===== src/rtl/pipeline_hazard_ctrl_pkg.sv =====
// Shared definitions for the LEGv8 pipeline sequencing controller:
// controller states, register address width and stage_valid bit positions.
package pipeline_hazard_ctrl_pkg;

    localparam int REG_ADDR_W       = 5;
    localparam int ZERO_REG_DEFAULT = 31;
    localparam int STALL_CNT_W      = 2;

    // stage_valid bit positions (pipeline register each bit describes)
    localparam int SV_IF_ID  = 0;
    localparam int SV_ID_EX  = 1;
    localparam int SV_EX_MEM = 2;
    localparam int SV_MEM_WB = 3;

    typedef enum logic [1:0] {
        ST_FILL  = 2'd0,
        ST_RUN   = 2'd1,
        ST_STALL = 2'd2
    } hz_state_e;

endpackage


===== src/rtl/pipeline_hazard_ctrl_sat_counter.sv =====
// Saturating up-counter with synchronous reset; sticks at all-ones
// instead of wrapping so long bring-up runs never report small values.
module pipeline_hazard_ctrl_sat_counter #(
    parameter int W = 32
) (
    input  logic         clk,
    input  logic         srst,
    input  logic         inc,
    output logic [W-1:0] count
);

    logic [W-1:0] count_reg;

    always_ff @(posedge clk) begin
        if (srst) begin
            count_reg <= '0;
        end else if (inc && (count_reg != {W{1'b1}})) begin
            count_reg <= count_reg + 1'b1;
        end
    end

    assign count = count_reg;

endmodule


===== src/rtl/pipeline_hazard_ctrl.sv =====
// Sequencing controller for the five-stage LEGv8 pipeline: load-use stalls,
// taken-branch flushes, per-stage valid tracking and bring-up counters.
module pipeline_hazard_ctrl
    import pipeline_hazard_ctrl_pkg::*;
#(
    parameter int LOAD_USE_STALL = 1,
    parameter int CNT_W          = 32,
    parameter int ZERO_REG       = ZERO_REG_DEFAULT
) (
    input  logic                  clk,
    input  logic                  reset,
    input  logic [REG_ADDR_W-1:0] id_read_reg1,
    input  logic [REG_ADDR_W-1:0] id_read_reg2,
    input  logic                  id_uses_reg2,
    input  logic                  ex_mem_read,
    input  logic [REG_ADDR_W-1:0] ex_write_register,
    input  logic                  mem_pc_src,
    output logic                  pc_write,
    output logic                  if_id_write,
    output logic                  id_ex_bubble,
    output logic                  if_id_flush,
    output logic                  id_ex_flush,
    output logic                  ex_mem_flush,
    output logic [3:0]            stage_valid,
    output logic [CNT_W-1:0]      cycle_count,
    output logic [CNT_W-1:0]      stall_count,
    output logic [CNT_W-1:0]      flush_count
);

    localparam logic [REG_ADDR_W-1:0]  ZERO_ADDR  = REG_ADDR_W'(ZERO_REG);
    localparam logic [STALL_CNT_W-1:0] STALL_INIT = STALL_CNT_W'(LOAD_USE_STALL - 1);

    hz_state_e              state_reg, state_next;
    logic [3:0]             stage_valid_reg, stage_valid_next;
    logic [STALL_CNT_W-1:0] stall_cnt_reg, stall_cnt_next;

    logic hz;
    logic br;
    logic flush_inc;

    assign hz = ex_mem_read && stage_valid_reg[SV_ID_EX] && (ex_write_register != ZERO_ADDR) &&
                ((ex_write_register == id_read_reg1) ||
                 (id_uses_reg2 && (ex_write_register == id_read_reg2)));
    assign br = mem_pc_src && stage_valid_reg[SV_EX_MEM];

    always_ff @(posedge clk) begin
        if (reset) begin
            state_reg       <= ST_FILL;
            stage_valid_reg <= '0;
            stall_cnt_reg   <= '0;
        end else begin
            state_reg       <= state_next;
            stage_valid_reg <= stage_valid_next;
            stall_cnt_reg   <= stall_cnt_next;
        end
    end

    always_comb begin
        state_next       = state_reg;
        stage_valid_next = stage_valid_reg;
        stall_cnt_next   = stall_cnt_reg;
        pc_write         = 1'b1;
        if_id_write      = 1'b1;
        id_ex_bubble     = 1'b0;
        if_id_flush      = 1'b0;
        id_ex_flush      = 1'b0;
        ex_mem_flush     = 1'b0;
        flush_inc        = 1'b0;

        case (state_reg)
            ST_FILL: begin
                stage_valid_next = {stage_valid_reg[2:0], 1'b1};
                if ({stage_valid_reg[2:0], 1'b1} == 4'b1111) begin
                    state_next = ST_RUN;
                end
            end
            ST_RUN, ST_STALL: begin
                if (br) begin
                    // Taken branch wins over any hazard and cancels a pending stall.
                    if_id_flush      = 1'b1;
                    id_ex_flush      = 1'b1;
                    ex_mem_flush     = 1'b1;
                    flush_inc        = 1'b1;
                    stage_valid_next = {stage_valid_reg[SV_EX_MEM], 3'b001};
                    state_next       = ST_RUN;
                    stall_cnt_next   = '0;
                end else if (hz || (state_reg == ST_STALL)) begin
                    pc_write         = 1'b0;
                    if_id_write      = 1'b0;
                    id_ex_bubble     = 1'b1;
                    stage_valid_next = {stage_valid_reg[2:1], 1'b0, stage_valid_reg[SV_IF_ID]};
                    if (state_reg == ST_STALL) begin
                        if (stall_cnt_reg <= 2'd1) begin
                            state_next     = ST_RUN;
                            stall_cnt_next = '0;
                        end else begin
                            stall_cnt_next = stall_cnt_reg - 1'b1;
                        end
                    end else if (LOAD_USE_STALL > 1) begin
                        state_next     = ST_STALL;
                        stall_cnt_next = STALL_INIT;
                    end
                end else begin
                    stage_valid_next = {stage_valid_reg[2:0], 1'b1};
                end
            end
            default: begin
                state_next       = ST_FILL;
                stage_valid_next = '0;
                stall_cnt_next   = '0;
            end
        endcase

        // Reset is synchronous, so the state may still be stale this cycle.
        if (reset) begin
            pc_write     = 1'b1;
            if_id_write  = 1'b1;
            id_ex_bubble = 1'b0;
            if_id_flush  = 1'b0;
            id_ex_flush  = 1'b0;
            ex_mem_flush = 1'b0;
            flush_inc    = 1'b0;
        end
    end

    assign stage_valid = stage_valid_reg;

    logic             cnt_inc  [3];
    logic [CNT_W-1:0] cnt_vals [3];

    assign cnt_inc[0] = 1'b1;
    assign cnt_inc[1] = !pc_write;
    assign cnt_inc[2] = flush_inc;

    generate
        for (genvar gi = 0; gi < 3; gi++) begin : g_cnt
            pipeline_hazard_ctrl_sat_counter #(
                .W(CNT_W)
            ) u_cnt (
                .clk  (clk),
                .srst (reset),
                .inc  (cnt_inc[gi]),
                .count(cnt_vals[gi])
            );
        end
    endgenerate

    assign cycle_count = cnt_vals[0];
    assign stall_count = cnt_vals[1];
    assign flush_count = cnt_vals[2];

endmodule


===== config.mk =====
export PLATFORM = sky130hd
export DESIGN_NAME = pipeline_hazard_ctrl
export DESIGN_NICKNAME = d
export VERILOG_FILES = /design/src/rtl/pipeline_hazard_ctrl_pkg.sv /design/src/rtl/pipeline_hazard_ctrl_sat_counter.sv /design/src/rtl/pipeline_hazard_ctrl.sv
export SDC_FILE = /design/constraint.sdc
export NUM_CORES = 1
export LEC_CHECK = 0
export BUFFER_PORTS_ARGS = -buffer_cell sky130_fd_sc_hd__buf_2
export CAP_MARGIN = 10
export CELL_PAD_IN_SITES_DETAIL_PLACEMENT = 1
export CELL_PAD_IN_SITES_GLOBAL_PLACEMENT = 1
export CORE_MARGIN = 3
export CORE_UTILIZATION = 35
export DETAILED_ROUTE_END_ITERATION = 8
export GPL_TIMING_DRIVEN = 0
export MAX_ROUTING_LAYER = met4
export PLACE_DENSITY_LB_ADDON = 0.08
export SLEW_MARGIN = 20
export SYNTH_ARGS = -nofsm -noshare
export SYNTH_HDL_FRONTEND = slang
export SYNTH_HIERARCHICAL = 1
export SYNTH_SLANG_ARGS = --single-unit

===== constraint.sdc =====
create_clock -name clk -period 2.55 [get_ports clk]
set_input_delay 0.255 -clock clk [delete_from_list [all_inputs] [get_ports clk]]
set_output_delay 0.255 -clock clk [all_outputs]
set_load 0.01 [all_outputs]

* Word level (Yosys, flattened, before mapping)
Cells that the tools add are included.
** Word-level totals
- Register bits after elaboration :: 104
- Latch bits :: 0
- RAM bits :: 0
- Memory bits (read-only) :: 0
- Input bits :: 20
- Output and inout bits :: 106
- Word-level logic and storage cells :: 66
- Memories kept :: 0
** Operators by class
- $add $sub $neg :: 4
- $mul :: 0
- Div/mod/pow operators :: 0
- Magnitude comparators :: 1
- Equality and inequality tests :: 14
- Shifts and indexed selects :: 0
- Muxes and demuxes :: 25
- Bitwise logic cells :: 1
- Reductions and logical operators :: 14
** Operators by type and width (count)
- adder 32 x 1 -> 32 bit (second input constant) :: 3
- != test 32 bit (second input constant) :: 3
- two-way mux 2 bit :: 10
- != test 3 bit (second input constant) :: 4
- two-way mux 1 bit :: 11
- == test 5 bit :: 2
- case mux 2 bit (2 select lines) :: 2
- case mux 4 bit (2 select lines) :: 1
- logical AND 1 bit :: 7
- != test 5 bit (second input constant) :: 1
- AND reduction 4 bit :: 1
- == test 3 bit (second input constant) :: 1
- two-way mux 3 bit :: 1
- AND reduction 3 bit :: 1
- == test 2 x 1 -> 1 bit (second input constant) :: 1
- == test 2 bit (second input constant) :: 1
- <= comparator 2 x 1 -> 1 bit (second input constant) :: 1
- logical NOT 2 bit :: 1
- logical OR 1 bit :: 2
- != test 2 bit (second input constant) :: 1
- OR reduction 2 bit :: 1
- subtractor 2 x 1 -> 2 bit (second input constant) :: 1
- logical NOT 1 bit :: 1
- inverter 1 bit :: 1

* Logic depth before layout (Yosys ltp)
Gate-level depths: netlist (run 1).
- Word-level depth :: 11
- Depth in mapped cells :: 9
- Gate-level depth less buffers :: 9

* By module
Netlist (run 1), hierarchy kept.
** Modules (own cells, without submodules)
- pipeline_hazard_ctrl_sat_counter (g_cnt[0].u_cnt ...) :: times used 2, cells an instance 199, area an instance 1674.1 µm², seq. area each 640.6 µm²
- pipeline_hazard_ctrl_sat_counter (g_cnt[2].u_cnt) :: times used 1, cells an instance 187, area an instance 1606.5 µm², seq. area each 640.6 µm²
- pipeline_hazard_ctrl :: times used 1, cells an instance 41, area an instance 336.6 µm², seq. area each 100.1 µm²

* Worst setup path before layout (run 1)
OpenSTA, ideal clock, no wires.
- Path type :: flip-flop to flip-flop
- Start :: register stage_valid_reg[1] (netlist: stage_valid[1])
- End :: register g_cnt[1].u_cnt.count_reg[31]
- Library setup time :: 0.121 ns
- Data arrival time :: 2.497 ns
- Data required time :: 2.429 ns
- Setup slack :: -0.068 ns
- Stages on the path, launching flop included :: 9
- Buffers on the path :: 0
- Clock period less this slack :: 2.618 ns
- Cells stage by stage :: dfxtp_1 -> nand3_1 -> a31oi_1 -> and3_1 -> nand4_1 -> nor4_2 -> nand4_1 -> nor4_1 -> mux2_2
** Between the ends
- Longest elaborated chain between the ends :: 10
** RTL lines
- from (decl) :: line pipeline_hazard_ctrl.sv:34 : logic [3:0] stage_valid_reg, stage_valid_next;
- from (signal assigned) :: line pipeline_hazard_ctrl.sv:53 : stage_valid_reg <= stage_valid_next;
- logical AND 1 bit (3 in series) :: line pipeline_hazard_ctrl.sv:41 : assign hz = ex_mem_read && stage_valid_reg[SV_ID_EX] && (ex_write_register != ZERO_ADDR) &&
- logical OR 1 bit :: line pipeline_hazard_ctrl.sv:87 : end else if (hz || (state_reg == ST_STALL)) begin
- two-way mux 1 bit :: line pipeline_hazard_ctrl.sv:87
- two-way mux 1 bit :: line pipeline_hazard_ctrl.sv:78 : if (br) begin
- two-way mux 1 bit :: line pipeline_hazard_ctrl.sv:70 : case (state_reg)
- two-way mux 1 bit :: line pipeline_hazard_ctrl.sv:115 : if (reset) begin
- logical NOT 1 bit :: line pipeline_hazard_ctrl.sv:132 : assign cnt_inc[1] = !pc_write;
- logical AND 1 bit :: line pipeline_hazard_ctrl_sat_counter.sv:17 : end else if (inc && (count_reg != {W{1'b1}})) begin
- to (signal assigned) :: line pipeline_hazard_ctrl_sat_counter.sv:18 : count_reg <= count_reg + 1'b1;
- to (decl) :: line pipeline_hazard_ctrl_sat_counter.sv:12 : logic [W-1:0] count_reg;
No other way between the ends.
A chain may end at the register's enable or synchronous reset.

* Final worst setup path (run 1)
- Start :: register stage_valid_reg[1] (netlist: stage_valid[1])
- End :: register g_cnt[1].u_cnt.count_reg[23]
Same word-level chain as after synthesis.

==> results.toml, run 1 <==
[run_status]
status = "completed"

[sta]
final_hold_viol_count = 0
finalMaxSlewViolations = 0
fin_ws_ns = 0.157
finalCritPeriodShare_pct = 93.8
timing.clock.skew_ns = 0.00933
holdWs_ns = 0.280
fmax_ghz = 0.418
period_minus_slack_ns = 2.39
worst_slew_margin_rel_pct = 54.1
rsz0062_at_grt = "false"
setup_violations = 0
tightest_slew_ns = 0.683

[synth]
synthAdderAreaFrac_pct = 0.709
netlist_area_um2 = 5290
synthDistinctLibCells = 52
synth_seq_cells = 101
ys.flop_type = "dfxtp_1"
async_flop_share_pct = 0
synth-xor-area-share_pct = 5.30
synth_edf_count = 0
yosysSeqAreaShare_pct = 38.2
synth_simple_gate_area_share_pct = 31.4
synth_cells = 626
ys.warnings.count = 6
postSynthAreaPerCell_um2 = 8.45
synth_top_family_by_area = "simple AND/OR/NAND/NOR gates"
synth_compound_gate_area_share_pct = 19.2
muxShareOfSynthArea_pct = 1.63

[clock_network]
clkTransAtPathRegs_ns = 0.07
insertion_delay_ns = 0.35
clock-sinks = 101
cts_buffers = 9
cts_tree = "built"
clockBufferDepth = 2
cts.hold.buffers_added = 0
htreeDepth = 3
cts-root-buf = "clkbuf_16"

[placed_design]
gp_congestion = 0.821
dp_hpwl_um = 12700
place_worst_setup_slack_ns = -0.640
portBuffers = 125

[worst_setup_path]
cpPeakStageDelay_ns = 0.42
cp_cell_sequence = "nand3_1, a31oi_4, and3_4, nand4_1, buf_4, nor4_4, buf_4, nand3_1, or4_1, a21oi_1"
start_kind = "register"
crit_fanout = 6
cpMaxStageDelayCell = "or4_1"
crit_arrival_ns = 2.67
cp.required_ns = 2.82
crit_path_end_kind = "register"
crit_type = "register to register"

[floorplan]
start_util_pct = 36.1
core-area_um2 = 14600
fp.dieW_um = 129
die_area_um2 = 16600
fp.dieH_um = 129
pin_count = 126
core.rowCount = 44

[routing]
topRoutingLayerUsed = "met4"
vias = 5494
routed-wl-met3_um = 711
drt_iter0_drc = 182
wl_per_cell_um = 17.8
wl_met1_um = 7720
met2_length_um = 8440
wirelength_um = 17000
drc = 0
dr.pass1.iters = 4
postRouteAntennaNets = 0
vias_per_cell = 5.74

[pwr]
pwr-share-seq_pct = 51.0
ir_worst_vdd_v = 0.000278
sw_frac_of_total_pct = 22.7
p_leak_nw = 2.42
power_switching_w = 0.000707
intPower_w = 0.00241
power_density_nw_per_um2 = 474
pwr-share-clk_pct = 45.4
combPwrFrac_pct = 3.5

[cells_and_area]
area_growth_pct = 24.4
diodes = 0
utilization_pct = 44.9
nets = 791
drive_gt1_share_pct = 24.8
largest_reg_flops = 96

[global_route]
antenna_found_initial = 0
grt_pass1_vias = 5472
grt_pass1_wl_um = 27600
track_usage_pct = 21.2
overflow = 0
grt_max_degree = 17

[run]
maxCapViolations = 0

[hold_path]
hold_path.class = "input port to register"
## path summary, 6_finish.rpt
kind,from,to,slack (ns),cells after the start
min,mem_pc_src,stage_valid[1],0.28,4
max reg2reg,stage_valid[1],g_cnt[1].u_cnt/count[23],0.16,10
min reg2reg,stage_valid[0],stage_valid[1],0.49,2
max,stage_valid[1],g_cnt[1].u_cnt/count[23],0.16,10
## layer usage
metal	track usage [%]	vias to the layer above
met5	-	-
li1	-	2669
met3	4.28	8
met4	4.32	0
met2	34.9	102
met1	27.0	2715
## area by class of cell
| type | instances | area, um^2 |
|---|---|---|
| fill | 1788 | 8060 |
| multi-input combinational | 489 | 3180 |
| sequential | 101 | 2020 |
| timing repair buffer | 130 | 663 |
| clock buffer | 10 | 239 |
| tap | 184 | 230 |
| buffer | 31 | 163 |
| clock inverter | 6 | 62.6 |
| inverter | 6 | 22.5 |
## synthesized netlist by cell type (all sizes together) (3+ instances only)
cell     number  share of area [%]
a2111oi       4               0.66
a211oi        3               0.43
a21oi        68                6.4
a31oi         7               0.83
and2          6               0.71
and3         15                2.0
and4         11                1.8
buf          14                1.7
clkbuf       19                1.3
dfxtp       101                 38
ha            3               0.71
inv           6               0.43
mux2          5                1.1
mux2i         3               0.57
nand2        30                2.1
nand3        48                4.7
nand4        28                3.4
nor2         43                3.1
nor2b         6               0.71
nor3          5               0.47
nor3b         4               0.57
nor4         13                1.9
o2111ai       4               0.66
o21ai        35                3.4
o31ai        28                4.2
or3          41                5.1
or4          27                3.8
xnor2        23                3.8
xor2          9                1.5
## repair_timing
| action | CTS | global route |
|---|---|---|
| setup buffers | 2 | 3 |
| pin swaps | 1 | 2 |
| gates cloned | 0 | 0 |
| resized for setup | 9 | 11 |
| endpoints found under the setup margin | 28 | 32 |
## layout by cell type (no fill, tap or decap), types with 4 or more instances in the layout
cell / instances
xor2_1: 9
clkbuf_16: 9
nand3_1: 44
xnor2_1: 23
inv_1: 6
o31ai_1: 27
nor4_1: 7
and4_1: 11
conb_1: 4
o2111ai_1: 4
nor2b_1: 6
buf_4: 11
o21ai_1: 6
dfxtp_1: 100
nor3_1: 5
a2111oi_0: 4
or4_1: 27
a21oi_1: 68
clkbuf_1: 17
nor3b_1: 4
nor2_1: 42
nand4_1: 27
a31oi_1: 6
buf_2: 129
nand2_1: 30
or3_1: 38
nand3_2: 4
and3_1: 12
o21ai_0: 28
and2_1: 6
## power groups by stage
stage	combinational, W	sequential [W]	clock [W]
after global routing	0.000122	0.00159	0.00154
after detailed placement	0.000110	0.00163	0
after floorplan	0.0000565	0.00163	0
final	0.000110	0.00159	0.00142
after global placement	0.000105	0.00163	0
after CTS	0.000111	0.00159	0.00147
## worst max-delay path, delay by kind of cell, from the launching register on
kind | cells | cell delay, ns
and+or+nand+nor | 6 | 1.21
DFF | 1 | 0.37
buffers and inverters | 2 | 0.36
AOI/OAI and AO/OA | 2 | 0.37
## through the flow
step                instances  area (um^2)  power [W]  setup TNS [ns]
finish                    957         6580    0.00312               0
global route              957         6580    0.00325               0
CTS                       956         6520    0.00317               0
detailed placement        938         6170    0.00174           -4.70
global placement          938         6170    0.00173           -3.47
floorplan                 629         5310    0.00168               0
## cell families (layout without fill, tap and decap cells)
family | after synthesis | in the layout
AO/OA/AOI/OAI | 158 | 158
XOR/XNOR | 32 | 32
adder cells (fa/ha/maj) | 3 | 3
buffers and inverters | 39 | 183
flip-flops | 101 | 101
multiplexers | 8 | 8
other | 1 | 4
AND/OR/NAND/NOR | 284 | 284
(Power assumes the default switching activity.)
==> run 2, diff against run 1 <==
==> constraint.sdc (replaced) <==
create_clock -name clk -period 2.9 [get_ports clk]
set_input_delay 0.29 -clock clk [delete_from_list [all_inputs] [get_ports clk]]
set_output_delay 0.29 -clock clk [all_outputs]
set_load 0.01 [all_outputs]
==> run 2 against run 1 <==
Against the previous run:
- worst hold slack worse by 0.043 ns
- fmax is 11% lower
- core utilization is 0.84 points lower
- die area stayed put
- clock-buffer cell count is 5 higher
- via count is 0.51% higher
- first-iteration DRC count is 72% higher
- critical endpoint is now g_cnt[2].u_cnt/count[30]
==> results.toml, run 2 (synthesis results as in run 1) <==
[pwr]
ir_worst_vdd_v = 0.000374
p_leak_nw = 2.36
power_density_nw_per_um2 = 409

[sta]
period_minus_slack_ns = 2.68
rsz0062_at_grt = "false"
setup_violations = 0
tightest_slew_ns = 0.699
fmax_ghz = 0.374
timing.clock.skew_ns = 0.00381
holdWs_ns = 0.237
fin_ws_ns = 0.224
finalCritPeriodShare_pct = 92.3
final_hold_viol_count = 0
finalMaxSlewViolations = 0
worst_slew_margin_rel_pct = 53.1

[cells_and_area]
most-common-layout-cells = "132 x buf_2, 101 x dfxtp_1, 68 x a21oi_1, 46 x nand3_1, 42 x nor2_1"
fillCellCount = 1801
final_common_cell = "buf_2"
diodes = 0
largest_reg_flops = 96
nets = 790
drive_gt1_share_pct = 23.1
area_growth_pct = 22.1

[run_status]
status = "completed"

[routing]
wl_per_cell_um = 17.9
dr.pass1.iters = 4
wirelength_um = 17100
drc = 0
postRouteAntennaNets = 0
vias_per_cell = 5.78
drt_iter0_drc = 313
vias = 5522

[floorplan]
core.rowCount = 44
fp.dieH_um = 129
die_area_um2 = 16600
fp.dieW_um = 129
start_util_pct = 36.1
core-area_um2 = 14600
pin_count = 126

[placed_design]
dp_hpwl_um = 12700
gp_congestion = 0.816
place_worst_setup_slack_ns = -0.447
portBuffers = 125

[clock_network]
clkTransAtPathRegs_ns = 0.07
cts.hold.buffers_added = 0
cts_tree = "built"
insertion_delay_ns = 0.35
clock-sinks = 101
cts_buffers = 9
cts-root-buf = "clkbuf_16"
clockBufferDepth = 2
htreeDepth = 3

[global_route]
grt_pass1_vias = 5628
grt_max_degree = 15
overflow = 0
track_usage_pct = 21.4
antenna_found_initial = 0
grt_pass1_wl_um = 28100

[worst_setup_path]
crit_path_end_kind = "register"
crit_type = "register to register"
crit_arrival_ns = 2.95
start_kind = "register"
crit_fanout = 7
cp.required_ns = 3.17

[hold_path]
hold_path.class = "input port to register"

[run]
maxCapViolations = 0
[run 2: through the flow]
stage	utilization, %	cells	setup TNS (ns)	cell area, um^2	power (W)
finish	44.1	956	0	6460	0.00264
detailed placement	42.1	938	-1.91	6160	0.00153
global route	44.1	956	0	6460	0.00274
floorplan	-	629	0	5300	0.00148
global placement	42.1	938	-1.73	6160	0.00152
CTS	44.1	956	0	6460	0.00270
[run 2: cell type report]
| type | instances | area [um^2] | share of cell area (%) |
|---|---|---|---|
| plain buffers | 33 | 163 | 2.52 |
| clock inverters | 1 | 5.00 | 0.0775 |
| clock buffers | 15 | 268 | 4.15 |
| well taps | 184 | 230 | 3.56 |
| repair buffers | 127 | 641 | 9.92 |
| inverters | 6 | 22.5 | 0.349 |
| flip-flops and latches | 101 | 2020 | 31.3 |
| multi-input cells | 489 | 3110 | 48.1 |
[run 2: final timing paths]
check,slack [ns],from,end,cells past startpoint
worst min-delay path,0.24,reset,stage_valid[3],2
worst min register to register,0.49,stage_valid[0],stage_valid[1],2
worst max-delay path,0.22,stage_valid[2],g_cnt[2].u_cnt/count[30],7
worst max register to register,0.22,stage_valid[2],g_cnt[2].u_cnt/count[30],7
[run 2: report_power, final]
part | internal (W) | switching [W]
clock | 0.000630 | 0.000515
sequential | 0.00139 | 0.00000633
combinational | 0.0000357 | 0.0000599
[run 2: what timing repair did]
item,CTS,global route
pin swaps,1,0
setup endpoints to repair,7,1
buffers inserted,2,0
cloned,0,0
gates resized for setup,2,1
hold endpoints to repair,0,0
[run 2: layer usage]
layer	up-vias	global-route usage (%)	wire [um]
li1	2657	-	-
met3	20	3.57	621
met2	103	35.3	8150
met1	2742	26.8	8000
met5	-	-	0
met4	0	6.49	297
[run 2: critical path, stage by stage, from the launching register on]
cell	delay (ns)
dfxtp_1	0.44
nand3_1	0.13
nor2_2	0.40
inv_1	0.16
nor4_2	0.55
o21ai_2	0.24
or4_1	0.51
a21oi_1	0.17
==> run 3, diff against run 2 <==
==> constraint.sdc (replaced) <==
create_clock -name clk -period 2.7 [get_ports clk]
set_input_delay 0.27 -clock clk [delete_from_list [all_inputs] [get_ports clk]]
set_output_delay 0.27 -clock clk [all_outputs]
set_load 0.01 [all_outputs]
==> run 3 against run 2 <==
Against the previous run:
- critical path depth is the same
- design area rose by 0.87%
- sequential power increased by 7%
- sequential share of layout area decreased by 0.27 points
- fmax is 5.0% higher
- worst setup slack got worse by 0.072 ns
- clock power increased by 7%
- first-iteration DRC count grew 6.7%
- wire length decreased by 0.77%
==> results.toml, run 3 (synthesis results as in run 1) <==
[routing]
vias = 5505
wl_per_cell_um = 17.7
postRouteAntennaNets = 0
dr.pass1.iters = 4
drc = 0
wirelength_um = 16900
drt_iter0_drc = 334
vias_per_cell = 5.75

[global_route]
track_usage_pct = 21.4
overflow = 0
top_usage_layer = "met2"
grt_pass1_wl_um = 28100
grt_max_degree = 15
gr-usage-met2_pct = 35.3
antenna_found_initial = 0
gr-usage-met3_pct = 3.57
grt_pass1_vias = 5628
use_met1_pct = 26.8

[sta]
finalCritPeriodShare_pct = 94.4
period_minus_slack_ns = 2.55
tightest_slew_ns = 0.702
rsz0062_at_grt = "false"
finalMaxSlewViolations = 0
timing.clock.skew_ns = 0.00419
setup_violations = 0
fin_tns_setup_ns = 0
fin_ws_ns = 0.152
final_hold_viol_count = 0
worst_slew_margin_rel_pct = 52.9
fmax_ghz = 0.392

[clock_network]
clockBufferDepth = 2
insertion_delay_ns = 0.35
cts_tree = "built"
clkTransAtPathRegs_ns = 0.06
cts.hold.buffers_added = 0
cts_buffers = 9
htreeDepth = 3
cts-root-buf = "clkbuf_16"
clock-sinks = 101

[run]
maxCapViolations = 0

[pwr]
power_density_nw_per_um2 = 435
p_leak_nw = 2.38
total_power_w = 0.00283
ir_worst_vdd_v = 0.000402

[placed_design]
gp_congestion = 0.816
place_worst_setup_slack_ns = -0.627
portBuffers = 125
dp_hpwl_um = 12700
dpl-instance-area_um2 = 6160

[cells_and_area]
fillCellCount = 1802
area_growth_pct = 23.1
utilization_pct = 44.5
largest_reg_flops = 96
final_common_cell = "buf_2"
final_area_um2 = 6520
drive_gt1_share_pct = 23.8
diodes = 0
nets = 791
most-common-layout-cells = "128 x buf_2, 101 x dfxtp_1, 68 x a21oi_1, 46 x nand3_1, 42 x nor2_1"

[floorplan]
core-area_um2 = 14600
pin_count = 126
die_area_um2 = 16600
fp.dieW_um = 129
start_util_pct = 36.1
fp.dieH_um = 129
core.rowCount = 44

[worst_setup_path]
cp_cell_sequence = "nand3_1, nor2_4, inv_1, nor4_2, o21ai_2, or4_1, a21oi_1"
cpMaxStageDelayCell = "nor4_2"
start_kind = "register"
crit_type = "register to register"
cpPeakStageDelay_ns = 0.54
crit_fanout = 7
crit_path_end_kind = "register"
r2r_slack_ns = 0.15
path_buf_inv = 1
crit_arrival_ns = 2.82
cp.required_ns = 2.97
cpLargestDelayFamily = "simple AND/OR/NAND/NOR gates"

[run_status]
status = "completed"

[hold_path]
hold_path.class = "input port to register"
run 3: changes by cell type in the layout (fill, tap and decap cells not counted):
cell | previous run | this run
buf_2 | 132 | 128
clkbuf_4 | 0 | 3
buf_4 | 6 | 8
clkbuf_1 | 23 | 21
clkbuf_2 | 0 | 2
nor4_1 | 10 | 8
a31oi_1 | 7 | 6
a31oi_2 | 0 | 1
and3_2 | 1 | 0
and3_4 | 2 | 3
nor2_2 | 1 | 0
nor2_4 | 0 | 1
nor4_2 | 2 | 3
nor4_4 | 1 | 2
run 3: layout make-up:
class	count	area [um^2]	area share (%)
well taps	184	230	3.53
multi-input cells	489	3140	48.3
flip-flops and latches	101	2020	31.0
repair buffers	129	656	10.1
plain buffers	32	168	2.57
clock inverters	1	5.00	0.0768
inverters	6	22.5	0.346
clock buffers	15	268	4.11
run 3: path summary, 6_finish.rpt:
path,from,to,cells after the start
setup / recovery,stage_valid[2],g_cnt[2].u_cnt/count[30],7
hold / removal,reset,stage_valid[3],2
setup reg to reg,stage_valid[2],g_cnt[2].u_cnt/count[30],7
hold reg to reg,stage_valid[0],stage_valid[1],2
run 3: stage by stage:
step / std cells / hold WS [ns]
global route: 957 / 0.243
global placement: 938 / 0.465
CTS: 956 / 0.212
finish: 957 / 0.235
detailed placement: 938 / 0.484
floorplan: 629 / 0.339
run 3: timing repair:
action / 4_1_cts / 5_1_grt
pin swaps: 1 / 1
endpoints found under the setup margin: 10 / 29
gates cloned: 0 / 0
gates resized for setup: 3 / 13
setup buffers: 2 / 2
run 3: per-layer routing:
metal,wire (um),up-vias
li1,-,2670
met1,7920,2720
met2,8210,97
met3,549,18
met4,263,0
met5,0,-
run 3: power by group:
part           switching, W  internal, W  leakage, nW
clock network      0.000552     0.000676        0.134
registers        0.00000688      0.00150        0.814
logic             0.0000651    0.0000384         1.43
total              0.000624      0.00221         2.38
run 3: worst register-to-register path: stages, from the launching register on:
cell and delay, ns:
dfxtp_1 0.45, nand3_1 0.16, nor2_4 0.27, inv_1 0.14, nor4_2 0.54, o21ai_2 0.24
or4_1 0.51, a21oi_1 0.17
